`src/rtl/kmp_pkg.sv`:
```
// Shared state encoding for the KMP search engine; the state code is exported on actual_state.
package kmp_pkg;

  localparam int ST_W = 4;

  typedef enum logic [ST_W-1:0] {
    ST_IDLE    = 4'd0,
    ST_LOAD_RD = 4'd1,
    ST_LOAD_WR = 4'd2,
    ST_BUILD   = 4'd3,
    ST_TXT_RD  = 4'd4,
    ST_TXT_CMP = 4'd5,
    ST_DONE    = 4'd6
  } kmp_state_t;

endpackage

```
`src/rtl/kmp_prefix_builder.sv`:
```
// Builds the KMP failure table one step per cycle after a go pulse.
// ready is a single-cycle pulse once i reaches pat_len; the table then holds until the next go.
module kmp_prefix_builder #(
  parameter int CHAR_W  = 8,
  parameter int PAT_MAX = 8,
  parameter int PAT_AW  = $clog2(PAT_MAX)
) (
  input  logic                       clk,
  input  logic                       rst,
  input  logic                       go,
  input  logic [PAT_AW:0]            pat_len,
  input  logic [PAT_MAX*CHAR_W-1:0]  pat_flat,
  output logic [PAT_MAX*PAT_AW-1:0]  fail_flat,
  output logic                       ready
);

  logic [CHAR_W-1:0] pat_a  [PAT_MAX];
  logic [PAT_AW-1:0] fail_q [PAT_MAX];
  logic [PAT_AW-1:0] fail_d [PAT_MAX];
  logic [PAT_AW:0]   i_q, i_d;
  logic [PAT_AW-1:0] k_q, k_d;
  logic              run_q, run_d;
  logic [PAT_AW-1:0] i_idx;

  for (genvar g = 0; g < PAT_MAX; g++) begin : g_unpack
    assign pat_a[g] = pat_flat[g*CHAR_W +: CHAR_W];
    assign fail_flat[g*PAT_AW +: PAT_AW] = fail_q[g];
  end

  // i never indexes the table once it equals pat_len, so the low bits suffice.
  assign i_idx = i_q[PAT_AW-1:0];
  assign ready = run_q && (i_q == pat_len);

  always_comb begin
    fail_d = fail_q;
    i_d    = i_q;
    k_d    = k_q;
    run_d  = run_q;
    if (go) begin
      for (int n = 0; n < PAT_MAX; n++) fail_d[n] = '0;
      i_d   = {{PAT_AW{1'b0}}, 1'b1};
      k_d   = '0;
      run_d = 1'b1;
    end else if (run_q) begin
      if (i_q == pat_len) begin
        run_d = 1'b0;
      end else if (pat_a[i_idx] == pat_a[k_q]) begin
        fail_d[i_idx] = k_q + 1'b1;
        k_d           = k_q + 1'b1;
        i_d           = i_q + 1'b1;
      end else if (k_q != '0) begin
        k_d = fail_q[k_q - 1'b1];
      end else begin
        fail_d[i_idx] = '0;
        i_d           = i_q + 1'b1;
      end
    end
  end

  always_ff @(posedge clk) begin
    if (rst) begin
      for (int n = 0; n < PAT_MAX; n++) fail_q[n] <= '0;
      i_q   <= '0;
      k_q   <= '0;
      run_q <= 1'b0;
    end else begin
      fail_q <= fail_d;
      i_q    <= i_d;
      k_q    <= k_d;
      run_q  <= run_d;
    end
  end

endmodule

```
`src/rtl/kmp_search_param.sv`:
```
// KMP search: loads a pattern from a sync ROM, builds its failure table, scans a sync text ROM.
// Load costs 2 cycles/char, scan 2 cycles/char plus one per fallback; start is ignored while busy.
module kmp_search_param #(
  parameter int CHAR_W  = 8,
  parameter int PAT_MAX = 8,
  parameter int PAT_AW  = $clog2(PAT_MAX),
  parameter int TXT_AW  = 14,
  parameter int CNT_W   = 8
) (
  input  logic              clk,
  input  logic              rst,
  input  logic              start,
  input  logic              overlap,
  input  logic [PAT_AW:0]   pat_len,
  input  logic [TXT_AW:0]   txt_len,
  output logic [PAT_AW-1:0] pat_addr,
  input  logic [CHAR_W-1:0] pat_data,
  output logic [TXT_AW-1:0] txt_addr,
  input  logic [CHAR_W-1:0] txt_data,
  output logic              busy,
  output logic              done,
  output logic              err,
  output logic              match,
  output logic [CNT_W-1:0]  match_count,
  output logic [TXT_AW-1:0] last_pos,
  output logic [3:0]        actual_state
);
  import kmp_pkg::*;

  localparam logic [PAT_AW:0] PMAX = PAT_MAX[PAT_AW:0];

  kmp_state_t        state_q, state_d;
  logic [PAT_AW-1:0] j_q, j_d;
  logic [TXT_AW-1:0] t_q, t_d;
  logic [PAT_AW-1:0] q_q, q_d;
  logic              ovl_q, ovl_d;
  logic [PAT_AW:0]   plen_q, plen_d;
  logic [TXT_AW:0]   tlen_q, tlen_d;
  logic [CHAR_W-1:0] pat_q [PAT_MAX];
  logic [CHAR_W-1:0] pat_d [PAT_MAX];
  logic              err_q, err_d;
  logic [CNT_W-1:0]  cnt_q, cnt_d;
  logic [TXT_AW-1:0] last_q, last_d;
  logic              match_q, match_d;
  logic              build_go, build_rdy, adv;

  logic [PAT_MAX*CHAR_W-1:0] pat_flat;
  logic [PAT_MAX*PAT_AW-1:0] fail_flat;
  logic [PAT_AW-1:0]         fail_a [PAT_MAX];
  logic [TXT_AW:0]           pat_len_x;
  logic [TXT_AW-1:0]         plen_t;
  logic [PAT_AW:0]           plen_m1;
  logic                      hit;

  for (genvar g = 0; g < PAT_MAX; g++) begin : g_pack
    assign pat_flat[g*CHAR_W +: CHAR_W] = pat_q[g];
    assign fail_a[g] = fail_flat[g*PAT_AW +: PAT_AW];
  end

  assign pat_len_x = {{(TXT_AW-PAT_AW){1'b0}}, pat_len};
  assign plen_t    = {{(TXT_AW-PAT_AW-1){1'b0}}, plen_q};
  assign plen_m1   = plen_q - 1'b1;
  assign hit       = (txt_data == pat_q[q_q]);

  kmp_prefix_builder #(
    .CHAR_W (CHAR_W),
    .PAT_MAX(PAT_MAX),
    .PAT_AW (PAT_AW)
  ) u_pb (
    .clk      (clk),
    .rst      (rst),
    .go       (build_go),
    .pat_len  (plen_q),
    .pat_flat (pat_flat),
    .fail_flat(fail_flat),
    .ready    (build_rdy)
  );

  always_comb begin
    state_d  = state_q;
    j_d      = j_q;
    t_d      = t_q;
    q_d      = q_q;
    ovl_d    = ovl_q;
    plen_d   = plen_q;
    tlen_d   = tlen_q;
    pat_d    = pat_q;
    err_d    = err_q;
    cnt_d    = cnt_q;
    last_d   = last_q;
    match_d  = 1'b0;
    build_go = 1'b0;
    adv      = 1'b0;
    case (state_q)
      ST_IDLE: begin
        if (start) begin
          ovl_d  = overlap;
          plen_d = pat_len;
          tlen_d = txt_len;
          cnt_d  = '0;
          last_d = '0;
          err_d  = 1'b0;
          j_d    = '0;
          t_d    = '0;
          q_d    = '0;
          if (pat_len == '0 || pat_len > PMAX || pat_len_x > txt_len) begin
            err_d   = 1'b1;
            state_d = ST_DONE;
          end else begin
            state_d = ST_LOAD_RD;
          end
        end
      end
      ST_LOAD_RD: state_d = ST_LOAD_WR;
      ST_LOAD_WR: begin
        pat_d[j_q] = pat_data;
        if ({1'b0, j_q} == plen_m1) begin
          build_go = 1'b1;
          state_d  = ST_BUILD;
        end else begin
          j_d     = j_q + 1'b1;
          state_d = ST_LOAD_RD;
        end
      end
      ST_BUILD: begin
        if (build_rdy) begin
          t_d     = '0;
          q_d     = '0;
          state_d = ST_TXT_RD;
        end
      end
      ST_TXT_RD: state_d = ST_TXT_CMP;
      ST_TXT_CMP: begin
        // A fallback keeps the text address, so the ROM output is still valid next cycle.
        if (hit) begin
          adv = 1'b1;
          if ({1'b0, q_q} == plen_m1) begin
            match_d = 1'b1;
            if (cnt_q != '1) cnt_d = cnt_q + 1'b1;
            last_d = t_q - plen_t + 1'b1;
            q_d    = ovl_q ? fail_a[plen_m1[PAT_AW-1:0]] : '0;
          end else begin
            q_d = q_q + 1'b1;
          end
        end else if (q_q != '0) begin
          q_d = fail_a[q_q - 1'b1];
        end else begin
          adv = 1'b1;
        end
        if (adv) begin
          if ({1'b0, t_q} == tlen_q - 1'b1) begin
            state_d = ST_DONE;
          end else begin
            t_d     = t_q + 1'b1;
            state_d = ST_TXT_RD;
          end
        end
      end
      ST_DONE: state_d = ST_IDLE;
      default: state_d = ST_IDLE;
    endcase
  end

  always_ff @(posedge clk) begin
    if (rst) begin
      state_q <= ST_IDLE;
      j_q     <= '0;
      t_q     <= '0;
      q_q     <= '0;
      ovl_q   <= 1'b0;
      plen_q  <= '0;
      tlen_q  <= '0;
      for (int n = 0; n < PAT_MAX; n++) pat_q[n] <= '0;
      err_q   <= 1'b0;
      cnt_q   <= '0;
      last_q  <= '0;
      match_q <= 1'b0;
    end else begin
      state_q <= state_d;
      j_q     <= j_d;
      t_q     <= t_d;
      q_q     <= q_d;
      ovl_q   <= ovl_d;
      plen_q  <= plen_d;
      tlen_q  <= tlen_d;
      pat_q   <= pat_d;
      err_q   <= err_d;
      cnt_q   <= cnt_d;
      last_q  <= last_d;
      match_q <= match_d;
    end
  end

  assign pat_addr     = j_q;
  assign txt_addr     = t_q;
  assign busy         = (state_q != ST_IDLE);
  assign done         = (state_q == ST_DONE);
  assign err          = err_q;
  assign match        = match_q;
  assign match_count  = cnt_q;
  assign last_pos     = last_q;
  assign actual_state = state_q;

endmodule

```
`config.mk`:
```
export PLATFORM = sky130hd
export DESIGN_NAME = kmp_search_param
export DESIGN_NICKNAME = d
export VERILOG_FILES = /design/src/rtl/kmp_pkg.sv /design/src/rtl/kmp_prefix_builder.sv /design/src/rtl/kmp_search_param.sv
export SDC_FILE = /design/constraint.sdc
export NUM_CORES = 1
export LEC_CHECK = 0
export BUFFER_PORTS_ARGS = -buffer_cell sky130_fd_sc_hd__clkbuf_2
export CORE_ASPECT_RATIO = 1.5
export CORE_UTILIZATION = 50
export CTS_CLUSTER_SIZE = 14
export DETAILED_ROUTE_END_ITERATION = 10
export PLACE_DENSITY = 0.79
export SLEW_MARGIN = 10
export SYNTH_ARGS = -nofsm -noshare
export SYNTH_HDL_FRONTEND = slang
export SYNTH_SLANG_ARGS = --single-unit
```
`constraint.sdc`:
```
create_clock -name clk -period 3 [get_ports clk]
set_clock_uncertainty 0.1 [all_clocks]
set_input_delay 0.75 -clock clk [delete_from_list [all_inputs] [get_ports clk]]
set_output_delay 0.75 -clock clk [all_outputs]
set_load 0.005 [all_outputs]
```
==> run metrics, run 1 <==
Worst Max-Slew Pin Slew=0.7503 ns; starting density of the core=51.23%; clock insertion delay at the later pin of the skew report=0.44 ns; share of cells above drive strength 1=32.36%; share of flip-flops with an asynchronous set or reset after synthesis=0%; Top-Level Pins=86; final-layout worst hold slack=0.3612 ns; routed length on met3=2446 µm; final clock period utilization by the worst path=106.2%; vias in the first global route=9,930; number of detailed-routing iterations run before antenna repair=5; share of power burned in combinational logic=31.3%; highest-delay cell along the critical path=sky130_fd_sc_hd__or4_2; count of input and output buffers=84; die boundary height=179.5 µm; violations in the final reports=setup timing; via count=10,420; capturing instance or port of the critical path=txt_addr[12]; remaining routing DRC violations=0; most frequent standard cell in the layout excluding fill and tap cells=sky130_fd_sc_hd__dfxtp_1; count of non-filler cells in the finished layout=1,596; count of yosys warnings during synthesis=0; remaining antenna violation count=0; post-route worst setup slack=-0.1853 ns; Post-Syn Instances=1,168; Worst R2R Setup Slack=-0.19 ns; worst vdd ir=0.3669 mV; routed length on met1=11,600 µm; CTS Root Buffer Type=sky130_fd_sc_hd__clkbuf_16; required time at the worst-slack endpoint=3.28 ns; number of violations of the max-capacitance limit=0; routability congestion estimate from global placement=0.9608; critical path peak fanout=5; final cell area excluding filler cells=13,210 µm²; pwr dens=498.8 nW/µm²; hold buffer count at CTS=0; total wire length after detailed routing=34,350 µm; count of final setup violators=32; Syn Std Cell Area=10,500 µm²; mean number of vias per cell=6.530; crit path capture type=flip-flop; highest layer used for signal routing=met4; Placed Instance Area=11,870 µm²; switching share of power=33.71%; initial antenna violation count=0; clock tree from TritonCTS=built; largest net degree at the start of global routing=60; Std-Cell Rows=64; outcome=complete, but fails checks; final routed wire length divided by cell count=21.52 µm; placeable core area=20,500 µm²; width of the die=120.3 µm; Setup crit start kind=flip-flop; number of nets in the synthesized netlist=1,248; reg2reg start=tlen_q[0]; crit path time final=3.185 ns; Synth Register Bits=163; sum of overflow across all layers after global routing=0; number of H-tree branching levels=4; worst path cell trace=buf_4 > or4_1 > or4_2 > a21oi_1 > o32ai_1 > and4bb_2 > buf_12 > nor4_4 > buf_4 > a31o_1 > a21oi_2; final count of hold timing violations=0; Inserted Clock Buffers=17; met2 wire length=17,810 µm; most repeated library cell on the critical path=sky130_fd_sc_hd__buf_4; proportion of synthesized chip area in sequential cells=31.07%; commonest register cell after synthesis=sky130_fd_sc_hd__dfxtp_1; EDFF count, synth=0; Leak=5.260 nW; max-slew violation count=0; headroom to the max-slew limit=49.98%; half-perimeter wire length after detailed placement=23,300 µm; clock power share=33.1%; number of cells in the design after placement=1,544; top library cells by usage in the layout, fill and taps aside=sky130_fd_sc_hd__dfxtp_1 (153), sky130_fd_sc_hd__nand2_1 (121), sky130_fd_sc_hd__buf_4 (116); number of distinct library cell variants in the gate-level netlist after synthesis=80; clock-pin slew of the registers on the worst-case setup and hold paths=0.07 ns; global-route wire length before repair=50,980 µm; first element of the critical path=tlen_q[0]; count of nets after finishing=1,399; Synth Area per Inst=8.992 µm²; Hold Path Class=flip-flop to flip-flop; synth-to-layout area growth=25.73%; critical path class=flip-flop to flip-flop; number of cells on the worst reg-to-reg path=11; longest individual stage delay on the worst path=0.67 ns; Max Fclk=313.9 MHz; overall fraction of global-route tracks in use=30.09%; Antenna Cells=0; Critical Path AT=3.46 ns; Clock Sinks=163; Die Outline Area=21,600 µm²; switching power of the nets=0.002221 W; sequential share of power=35.6%; Internal Pwr Total=0.004366 W; RR Endpoint=txt_addr[12]; buffer levels on the longest clock path=2; setup repair after global routing missed its margin=yes; starting DRC count in detailed routing=943
==> synth_stat cells (12+ instances only) <==
cell type / count / area [µm²]
sky130_fd_sc_hd__nor2_1: 86 / 322.8
sky130_fd_sc_hd__nand2_1: 123 / 461.7
sky130_fd_sc_hd__inv_1: 34 / 127.6
sky130_fd_sc_hd__nor3_1: 29 / 145.1
sky130_fd_sc_hd__clkbuf_1: 60 / 225.2
sky130_fd_sc_hd__and3_1: 12 / 75.07
sky130_fd_sc_hd__dfxtp_1: 163 / 3263
sky130_fd_sc_hd__nand3b_1: 14 / 105.1
sky130_fd_sc_hd__nand3_1: 53 / 265.3
sky130_fd_sc_hd__mux2_2: 14 / 157.7
sky130_fd_sc_hd__o21ai_0: 19 / 95.09
sky130_fd_sc_hd__xnor2_1: 50 / 437.9
sky130_fd_sc_hd__a21oi_1: 89 / 445.4
sky130_fd_sc_hd__ha_1: 40 / 500.5
sky130_fd_sc_hd__mux2i_1: 79 / 790.8
sky130_fd_sc_hd__a32o_1: 21 / 210.2
sky130_fd_sc_hd__xor2_1: 19 / 166.4
sky130_fd_sc_hd__buf_2: 17 / 85.08
sky130_fd_sc_hd__nor4_1: 13 / 81.33
sky130_fd_sc_hd__nor2b_1: 15 / 93.84
sky130_fd_sc_hd__mux4_2: 50 / 1126
==> stage by stage <==
| stage | util (%) | setup TNS [ns] | power [W] | worst slack, ns |
|---|---|---|---|---|
| floorplan | - | 0 | 0.003525 | 0.01326 |
| global placement | 57.91 | -4.460 | 0.004099 | -0.2824 |
| detailed placement | 57.91 | -8.117 | 0.004138 | -0.3942 |
| CTS | 61.74 | -0.1243 | 0.006354 | -0.05099 |
| global route | 64.42 | -5.699 | 0.006852 | -0.2804 |
| finish | 64.42 | -2.343 | 0.006587 | -0.1853 |
==> logic make-up (layout without fill, tap and decap cells) <==
family / after synthesis / in the layout / synth area share [%]
flops: 163 / 163 / 31.07
mux: 144 / 144 / 19.90
other cells: 1 / 1 / 0.03571
simple gates: 405 / 405 / 19.22
compound gates: 218 / 218 / 14.03
buf+inv: 127 / 291 / 5.039
xor+xnor: 69 / 69 / 5.754
fa+ha+maj: 41 / 41 / 4.956
==> timing repair <==
item | in CTS | in global routing
pin swaps | 12 | 48
resized for setup | 37 | 91
buffers inserted | 5 | 11
endpoints found under the setup margin | 64 | 70
cloned | 1 | 4
==> power by group through the flow <==
stage               clock network [W]  logic, W  registers [W]
floorplan                           0   0.00117        0.00236
global placement                    0   0.00172        0.00238
detailed placement                  0   0.00175        0.00239
CTS                           0.00219   0.00182        0.00234
global route                  0.00230   0.00220        0.00235
finish                        0.00218   0.00206        0.00234
==> layer usage <==
metal	up-vias	global-route usage, %
li1	4554	-
met1	5036	31.04
met2	614	55.36
met3	218	5.584
met4	0	18.07
met5	-	0
==> worst min-delay path by stage <==
stage / startpoint / to / slack (ns) / cells past startpoint
after CTS: last_pos[2] / last_pos[2] / 0.36 / 2
after floorplan: last_pos[0] / last_pos[0] / 0.35 / 2
final: last_pos[2] / last_pos[2] / 0.36 / 2
after detailed placement: last_pos[2] / last_pos[2] / 0.35 / 2
after global routing: last_pos[7] / last_pos[7] / 0.38 / 2
after global placement: last_pos[10] / last_pos[10] / 0.34 / 2
==> state kept, by name (all words and copies together) (netlist names), 3 cells and up <==
name	flops
tlen_q	15
q_q	3
u_pb.i_q	4
actual_state	3
u_pb.fail_flat	24
pat_flat	64
pat_addr	3
txt_addr	14
plen_q	4
match_count	8
last_pos	14
u_pb.k_q	3
==> area by class of cell <==
| class | count | area, µm² |
|---|---|---|
| clock buffers | 18 | 439.2 |
| clock inverters | 14 | 146.4 |
| fillers | 1580 | 7295 |
| inverters | 38 | 143.9 |
| multi-input cells | 878 | 7188 |
| flip-flops and latches | 163 | 3286 |
| well taps | 264 | 330.3 |
| repair buffers | 221 | 1672 |
==> critical path, delay by kind of cell, from the launching register on <==
kind / cells / cell delay (ns)
simple gates: 4 / 1.62
compound gates: 4 / 0.62
buf+inv: 3 / 0.45
flops: 1 / 0.33
(Power assumes the default switching activity.)
==> run 2: changes to the inputs <==
Settings changed: SYNTH_HIERARCHICAL from default to 1.
==> run 2 against run 1 <==
  * The flow now finishes without violations
  * Die area rose by 3.2%
  * First-iteration DRC count down 15%
  * Combinational power grew 40%
  * Critical path depth is 1 lower
  * Sequential power is 5% higher
  * Setup slack gained 0.23 ns
  * Critical path type unchanged
  * Critical endpoint is now u_pb/k_q[0]
==> run metrics, run 2 <==
Clock Sinks=163; most frequent cells after synthesis=sky130_fd_sc_hd__dfxtp_1 (163), sky130_fd_sc_hd__nand2_1 (140), sky130_fd_sc_hd__mux2i_1 (114); sum of overflow across all layers after global routing=0; Max Fclk=338.0 MHz; top library cells by usage in the layout, fill and taps aside=sky130_fd_sc_hd__dfxtp_1 (156), sky130_fd_sc_hd__nand2_1 (140), sky130_fd_sc_hd__mux2i_1 (112); cell accounting for the most synthesized area=sky130_fd_sc_hd__dfxtp_1; placeable core area=21,150 µm²; number of cells on the worst reg-to-reg path=10; Synth Register Bits=163; reg2reg start=u_pb/k_q[0]; via count=9,620; final routed wire length divided by cell count=19.76 µm; buffer levels on the longest clock path=2; required time at the worst-slack endpoint=3.20 ns; Top-Level Pins=86; number of flip-flops in the largest register=64; overall fraction of global-route tracks in use=27.52%; Critical Path AT=3.16 ns; starting DRC count in detailed routing=800; share of cells above drive strength 1=24.75%; Synth top area share=30.09%; RR Endpoint=u_pb/k_q[0]; CTS Root Buffer Type=sky130_fd_sc_hd__clkbuf_16; Worst R2R Setup Slack=0.04 ns; critical path class=flip-flop to flip-flop; Hold Path Class=flip-flop to flip-flop; crit path capture type=flip-flop; most frequent standard cell in the layout excluding fill and tap cells=sky130_fd_sc_hd__dfxtp_1; Syn Std Cell Area=10,840 µm²; outcome=complete, no violations; setup_tns=0 ns; width of the die=122.2 µm; commonest register cell after synthesis=sky130_fd_sc_hd__dfxtp_1; final count of hold timing violations=0; Worst Max-Slew Pin Slew=0.7889 ns; worst vdd ir=0.4812 mV; mean number of vias per cell=6.210; global-route wire length before repair=47,420 µm; first element of the critical path=u_pb/k_q[0]; EDFF count, synth=0; half-perimeter wire length after detailed placement=22,400 µm; count of nets after finishing=1,348; Post-Syn Instances=1,167; pwr dens=602.1 nW/µm²; number of cells in the design after placement=1,509; Most Used Layer, Global Route=met2; area of the multi-input gates=7122 µm²; die boundary height=182.4 µm; largest cells by area after synthesis=sky130_fd_sc_hd__dfxtp_1 (30%), sky130_fd_sc_hd__mux4_2 (13%), sky130_fd_sc_hd__mux2i_1 (11%); largest net degree at the start of global routing=75; Leak=5.076 nW; utilization of the core after routing=59.63%; grt met3 use=4.781%; Final Total Pwr=0.007592 W; capturing instance or port of the critical path=u_pb/k_q[0]; count of input and output buffers=84; Die Outline Area=22,290 µm²; GRT met1 Usage=29.28%; crit path time final=2.958 ns; setup repair after global routing missed its margin=yes; final clock period utilization by the worst path=98.61%; count of final setup violators=0; number of distinct library cell variants in the gate-level netlist after synthesis=81; combined flip-flop and latch cell area=3277 µm²; synth-to-layout area growth=16.28%; met2 routing resource usage after global routing=49.96%; count of yosys warnings during synthesis=6; initial antenna violation count=0; number of detailed-routing iterations run before antenna repair=7; number of nets in the synthesized netlist=1,247; hold buffer count at CTS=0; remaining routing DRC violations=0; most instantiated library cell after synthesis=sky130_fd_sc_hd__dfxtp_1; clock insertion delay at the later pin of the skew report=0.44 ns; share of flip-flops with an asynchronous set or reset after synthesis=0%; total wire length after detailed routing=30,610 µm; proportion of synthesized chip area in sequential cells=30.09%; number of violations of the max-capacitance limit=0; remaining antenna violation count=0; count of non-filler cells in the finished layout=1,549; Std-Cell Rows=65; Filler cells=1,769; Synth Area per Inst=9.291 µm²; critical path peak fanout=10; max-slew violation count=0; starting density of the core=51.28%; clock-pin slew of the registers on the worst-case setup and hold paths=0.07 ns; Setup crit start kind=flip-flop; clock tree from TritonCTS=built; Antenna Cells=0; headroom to the max-slew limit=47.41%; vias in the first global route=9,265; Inserted Clock Buffers=17; number of H-tree branching levels=4; routability congestion estimate from global placement=0.9111
-- run 2: what timing repair did --
| action | 4_1_cts | 5_1_grt |
|---|---|---|
| gates resized for setup | 6 | 16 |
| gates cloned | 0 | 2 |
| setup endpoints to repair | 26 | 48 |
| pin swaps | 1 | 6 |
| setup buffers | 1 | 5 |
-- run 2: worst min path at each step --
stage | startpoint | end | slack, ns | cells past startpoint
5_1_grt | last_pos[8] | last_pos[8] | 0.40 | 2
3_3_place_gp | last_pos[12] | last_pos[12] | 0.36 | 2
3_5_place_dp | last_pos[11] | last_pos[11] | 0.37 | 2
4_1_cts | last_pos[11] | last_pos[11] | 0.38 | 2
2_1_floorplan | pat_flat[22] | pat_flat[22] | 0.35 | 2
6_report | last_pos[11] | last_pos[11] | 0.38 | 2
-- run 2: cell type report --
class	instances	share of cell area (%)
Multi-Input combinational cell	886	56.49
Sequential cell	163	25.99
Timing Repair Buffer	162	8.931
Clock buffer	18	3.483
Tap cell	268	2.660
Clock inverter	14	1.320
Inverter	38	1.131
-- run 2: worst max-delay path, cell delays in order (launching register included) --
cell and delay, ns:
sky130_fd_sc_hd__dfxtp_1 0.54, sky130_fd_sc_hd__inv_1 0.34, sky130_fd_sc_hd__buf_4 0.25, sky130_fd_sc_hd__ha_1 0.20
sky130_fd_sc_hd__xor2_1 0.13, sky130_fd_sc_hd__buf_4 0.17, sky130_fd_sc_hd__mux4_2 0.29, sky130_fd_sc_hd__mux2i_1 0.35
sky130_fd_sc_hd__nor3_1 0.13, sky130_fd_sc_hd__a31oi_1 0.18, sky130_fd_sc_hd__nand3_1 0.14
-- run 2: stage by stage --
| step | worst slack, ns | instance area (µm²) | hold slack, ns |
|---|---|---|---|
| 6_report | 0.04159 | 12610 | 0.3782 |
| 5_1_grt | -0.08589 | 12610 | 0.4017 |
| 4_1_cts | 0.003306 | 12480 | 0.3821 |
| 3_5_place_dp | -0.03678 | 11840 | 0.3723 |
| 3_3_place_gp | 0.01233 | 11840 | 0.3650 |
| 2_1_floorplan | 0.03652 | 10850 | 0.3509 |
-- run 2: routing by layer --
| layer | routed length, µm | up-vias |
|---|---|---|
| met3 | 1798 | 105 |
| met5 | 0 | - |
| met4 | 1442 | 0 |
| li1 | - | 4467 |
| met1 | 11000 | 4618 |
| met2 | 16380 | 430 |
-- run 2: logic make-up (layout without fill, tap and decap cells) --
group	count (synthesis)	after routing	synth area share (%)
and+or+nand+nor	418	418	20.34
AOI/OAI and AO/OA	188	188	11.49
muxes	182	182	23.92
DFF	163	163	30.09
buffers and inverters	118	232	4.789
xor gates and xnor gates	56	56	4.523
adders and majority gates	41	41	4.800
other	1	1	0.03458
-- run 2: power by group --
part / switching [W] / total (W) / internal, W
sequential: 0.000172 / 0.00246 / 0.00229
clock: 0.000980 / 0.00226 / 0.00128
combinational: 0.00163 / 0.00288 / 0.00125
